[src/rtl/cordic_vectoring.sv]
// rtl/cordic_vectoring.sv - iterative vectoring-mode CORDIC: (x, y) -> magnitude, atan2(y, x)
`timescale 1ns/1ps
module cordic_vectoring #(
  parameter int N_ITER = 32
) (
  input  logic        clk,
  input  logic        rst_n,
  input  logic        in_valid,
  output logic        in_ready,
  input  logic [31:0] x_i,
  input  logic [31:0] y_i,
  output logic        out_valid,
  input  logic        out_ready,
  output logic [31:0] mag_o,
  output logic [31:0] angle_o
);

  typedef enum logic [1:0] {IDLE, ITER, SCALE, DONE} state_t;

  // atan(2^-k) in Q2.30
  localparam logic [31:0] ATAN [32] = '{
    32'h3243F6A8, 32'h1DAC6705, 32'h0FADBAFC, 32'h07F56EA6,
    32'h03FEAB76, 32'h01FFD55B, 32'h00FFFAAA, 32'h007FFF55,
    32'h003FFFEA, 32'h001FFFFD, 32'h000FFFFF, 32'h0007FFFF,
    32'h0003FFFF, 32'h0001FFFF, 32'h0000FFFF, 32'h00007FFF,
    32'h00003FFF, 32'h00001FFF, 32'h00000FFF, 32'h000007FF,
    32'h000003FF, 32'h000001FF, 32'h000000FF, 32'h0000007F,
    32'h0000003F, 32'h0000001F, 32'h0000000F, 32'h00000008,
    32'h00000004, 32'h00000002, 32'h00000001, 32'h00000000
  };
  localparam logic signed [33:0] HALF_PI = 34'sh06487ED51;
  localparam logic signed [33:0] GAIN    = 34'sh026DD3B6A;
  localparam logic [4:0]         K_LAST  = 5'(N_ITER - 1);

  state_t state, next_state;
  logic signed [33:0] x_r, y_r, z_r;
  logic [4:0]         k_r;
  logic               zero_r;

  logic               accept;
  logic signed [33:0] x_ext, y_ext, atan_k, x_sh, y_sh;
  logic signed [67:0] mag_prod;
  logic [31:0]        mag_w, angle_w;

  assign accept   = (state == IDLE) && in_valid && in_ready;
  assign x_ext    = {{2{x_i[31]}}, x_i};
  assign y_ext    = {{2{y_i[31]}}, y_i};
  assign atan_k   = {{2{ATAN[k_r][31]}}, ATAN[k_r]};
  assign x_sh     = x_r >>> k_r;
  assign y_sh     = y_r >>> k_r;
  assign mag_prod = x_r * GAIN;
  assign mag_w    = 32'(mag_prod >>> 30);
  assign angle_w  = 32'(z_r >>> 1);

  always_comb begin
    next_state = state;
    case (state)
      IDLE:    if (accept) next_state = ITER;
      ITER:    if (k_r == K_LAST) next_state = SCALE;
      SCALE:   next_state = DONE;
      DONE:    if (out_ready) next_state = IDLE;
      default: next_state = IDLE;
    endcase
  end

  always_ff @(posedge clk or negedge rst_n) begin
    if (!rst_n) begin
      state     <= IDLE;
      in_ready  <= 1'b0;
      out_valid <= 1'b0;
      mag_o     <= '0;
      angle_o   <= '0;
      x_r       <= '0;
      y_r       <= '0;
      z_r       <= '0;
      k_r       <= '0;
      zero_r    <= 1'b0;
    end else begin
      state    <= next_state;
      in_ready <= (next_state == IDLE);
      case (state)
        IDLE: if (accept) begin
          k_r    <= '0;
          zero_r <= (x_i == 32'd0) && (y_i == 32'd0);
          // Fold left half-plane vectors into the right half-plane by +/-90 degrees
          if (!x_i[31]) begin
            x_r <= x_ext;
            y_r <= y_ext;
            z_r <= '0;
          end else if (!y_i[31]) begin
            x_r <= y_ext;
            y_r <= -x_ext;
            z_r <= HALF_PI;
          end else begin
            x_r <= -y_ext;
            y_r <= x_ext;
            z_r <= -HALF_PI;
          end
        end
        ITER: begin
          k_r <= k_r + 5'd1;
          if (!y_r[33]) begin
            x_r <= x_r + y_sh;
            y_r <= y_r - x_sh;
            z_r <= z_r + atan_k;
          end else begin
            x_r <= x_r - y_sh;
            y_r <= y_r + x_sh;
            z_r <= z_r - atan_k;
          end
        end
        SCALE: begin
          mag_o     <= zero_r ? 32'd0 : mag_w;
          angle_o   <= zero_r ? 32'd0 : angle_w;
          out_valid <= 1'b1;
        end
        DONE: if (out_ready) out_valid <= 1'b0;
        default: ;
      endcase
    end
  end

endmodule

[config.mk]
export PLATFORM = sky130hd
export DESIGN_NAME = cordic_vectoring
export DESIGN_NICKNAME = d
export VERILOG_FILES = /design/src/rtl/cordic_vectoring.sv
export SDC_FILE = /design/constraint.sdc
export NUM_CORES = 2
export LEC_CHECK = 0
export CAP_MARGIN = 30
export CORE_UTILIZATION = 59
export CTS_BUF_LIST = sky130_fd_sc_hd__clkbuf_4
export DETAILED_ROUTE_END_ITERATION = 12
export PLACE_DENSITY = 0.8
export REMOVE_ABC_BUFFERS = 1
export SYNTH_ARGS = -nofsm -noshare
export SYNTH_HDL_FRONTEND = slang
export SYNTH_SLANG_ARGS = --single-unit
[constraint.sdc]
create_clock -name clk -period 8 [get_ports clk]
set_input_delay 1.6 -clock clk [delete_from_list [all_inputs] [get_ports clk]]
set_output_delay 1.6 -clock clk [all_outputs]
set_load 0.03 [all_outputs]
==> results.txt <==
Total global routing overflow - 0
Vias - 34.0k
Final WL - 130 mm
Fillers - 5594
Number of global-route vias before repair - 32.6k
Seq/Total Area, Yosys - 11.1%
Startpoint Class - register
Mean Syn Cell Area - 8.93 sq um
Storage cell area - 0.00441 sq mm
Antenna-violating nets left - 0
Fraction of registers with async set/reset - 100%
Clock sinks - 175
Initial antenna violation count - 4
Global-route wire length before repair - 198 mm
Count of cell types in the netlist - 91
Initial core utilization - 59.9%
Crit-path max FO - 13
Share of cells above drive strength 1 - 8.48%
Number of flops mapped to enable cells by yosys - 0
Synth Register Bits - 175
CP top delay family - adder cells
DRT iter0 DRCs - 4123
Status - complete, but fails checks
Placer Congestion - 1.03
Total global-route track usage - 38.9%
DR pass1 iterations - 12
Final Max Tran Viols - 0
Clk root buf - clkbuf_4
Area grow syn2layout - 8.58%
Required time of the critical path - 8.71 ns
Period minus WS final - 7.71 ns
Worst EP arrival - 8.42 ns
Final setup viols - 0
Top_reg_cell synth - dfrtp_1
Buffers on Ports - 133
Multi-input logic area - 0.0315 sq mm
Chip height - 261 um
TritonCTS buffer count - 17
DRC - 7
I/O pin total - 134
Dpl ws - 0.0456 ns
Clock-pin slew on the worst setup and hold paths - 0.21 ns
Slowest CP cell - fa_1
Die area - 0.0680 sq mm
Most common cell after layout, fill and taps aside - inv_1
H-Tree Level Count - 4
Clk_skew - 0.0704 ns
Crit Path Class - reg -> reg
Post-synthesis cell area - 0.0395 sq mm
Largest net degree at the start of global routing - 101
Core Util, Final - 65.0%
Violations in the final reports - DRC
Most frequent cells in the layout - inv_1, ha_1, fa_1
CTS tree - done
YS warnings - 0
Core Region - 0.0660 sq mm
Hold Vio Cnt, Final - 0
Worst-case clock buffer depth - 2
CP max stage delay - 0.59 ns
Final Cycle Share - 96.3%
Fmax - 0.130 GHz
CP Capture Type - register
Most used cell, CP - fa_1
Via/cell ratio - 6.25
Max_cap viols - 0
CTS Hold Bufs - 0
Worst-Margin Slew - 1.08 ns
WP buf/inv - 5
Slew headroom - 28.0%
# nets final - 5557
Row count - 94
Fin worst setup slack - 0.295 ns
Routed WL per cell - 23.8 um
Hold Path Class - reg -> reg
Cells after Synth - 4422
Clock latency at the later pin of the worst-skew pair - 0.83 ns
Hpwl dp - 108 mm
Die width - 261 um
==> worst register-to-register path: stages, from the launching register on <==
cell       delay [ns]
dfrtp_1          0.52
buf_4            0.27
ha_1             0.31
xor2_1           0.25
ha_1             0.18
a21oi_1          0.06
buf_4            0.16
fa_1             0.47
inv_1            0.05
fa_1             0.59
fa_1             0.44
fa_1             0.48
fa_1             0.58
inv_1            0.08
fa_1             0.48
inv_1            0.04
ha_1             0.37
nand4_1          0.14
or2_2            0.32
nand2b_1         0.18
o22ai_1          0.18
o21ai_0          0.21
a31oi_4          0.30
o2111ai_2        0.21
a31o_2           0.28
nor2b_1          0.13
xnor2_1          0.12
a22o_1           0.19
==> final timing paths <==
check / endpoint / cells after the start / slack [ns] / start
max: mag_o[29] / 27 / 0.29 / x_r[13]
min: mag_o[15] / 2 / 0.50 / mag_o[15]
max reg2reg: mag_o[29] / 27 / 0.29 / x_r[13]
min reg2reg: mag_o[15] / 2 / 0.50 / mag_o[15]
max in group asynchronous: k_r[0] / 2 / 5.78 / rst_n
min in group asynchronous: mag_o[22] / 1 / 0.77 / rst_n
==> metrics by stage <==
| step | area (sq um) | hold slack, ns | instances | TNS (ns) |
|---|---|---|---|---|
| 2_1_floorplan | 38700 | 0.479 | 4238 | -12.91 |
| 3_3_place_gp | 42400 | 0.462 | 5395 | 0 |
| 3_5_place_dp | 42400 | 0.461 | 5396 | 0 |
| 4_1_cts | 42700 | 0.498 | 5428 | 0 |
| 5_1_grt | 42900 | 0.521 | 5444 | -0.0508 |
| 6_report | 42900 | 0.498 | 5444 | 0 |
==> cell type report <==
class | count | area share, %
multi-input combinational | 3283 | 73.5
sequential | 175 | 10.3
inverter | 780 | 6.83
timing repair buffer | 303 | 6.15
tap | 864 | 2.52
clock inverter | 15 | 0.356
clock buffer | 17 | 0.298
antenna | 7 | 0.0408
==> cell usage after synthesis, drive strengths merged, types with 23 or more instances <==
cell    instances  area share (%)
a22o           34            0.75
fa            452              23
o31ai          23            0.44
and3           30            0.48
mux4           85             4.8
nand3          43            0.54
o21ai         194             2.5
xor2          171             3.8
ha            477              15
inv           779             7.4
or3            25            0.40
nand2b         62            0.98
mux2i          75             1.9
mux2           27            0.78
xnor2         179             4.0
dfrtp         175              11
buf            65            0.93
nor3           39            0.49
nor2b          35            0.55
a21o           92             1.7
a31oi          42            0.67
a21oi         308             3.9
nand2         241             2.3
a211oi        114             2.2
nor2          237             2.3
o22ai          29            0.46
clkbuf        119             1.1
==> cell families (layout without fill, tap and decap cells) <==
group / Yosys count / after routing / share of synthesized area, %
muxes: 187 / 187 / 7.54
AOI/OAI and AO/OA: 1006 / 1006 / 16.3
other: 0 / 7 / 0
DFF: 175 / 175 / 11.1
buffers and inverters: 964 / 1115 / 9.48
xor gates and xnor gates: 350 / 350 / 7.76
and+or+nand+nor: 811 / 811 / 9.82
adders and majority gates: 929 / 929 / 38.0
==> sequential cells by signal (all words and copies together), names as in the netlist <==
signal and flops:
x_r 34, y_r 34, z_r 33, angle_o 32
mag_o 32, k_r 5, state 2, in_ready 1
out_valid 1, zero_r 1
==> routing by layer <==
layer | GRT usage [%] | wire length, um | part of all wire, % | vias up
met4 | 9.11 | 3340 | 2.6 | 2
met1 | 58.3 | 57200 | 44 | 16869
li1 | - | - | - | 15280
met2 | 56.2 | 55300 | 43 | 1695
met3 | 9.43 | 13900 | 11 | 182
met5 | 0 | 12 | 0.0092 | -
==> timing repair <==
action	CTS	global route
endpoints found under the hold margin	0	0
buffers inserted	0	7
endpoints found under the setup margin	2	16
resized for setup	1	34
Power is left out: the tool's default activity adds up to more than one toggle a clock period on the data nets, which glitch-free logic cannot reach.
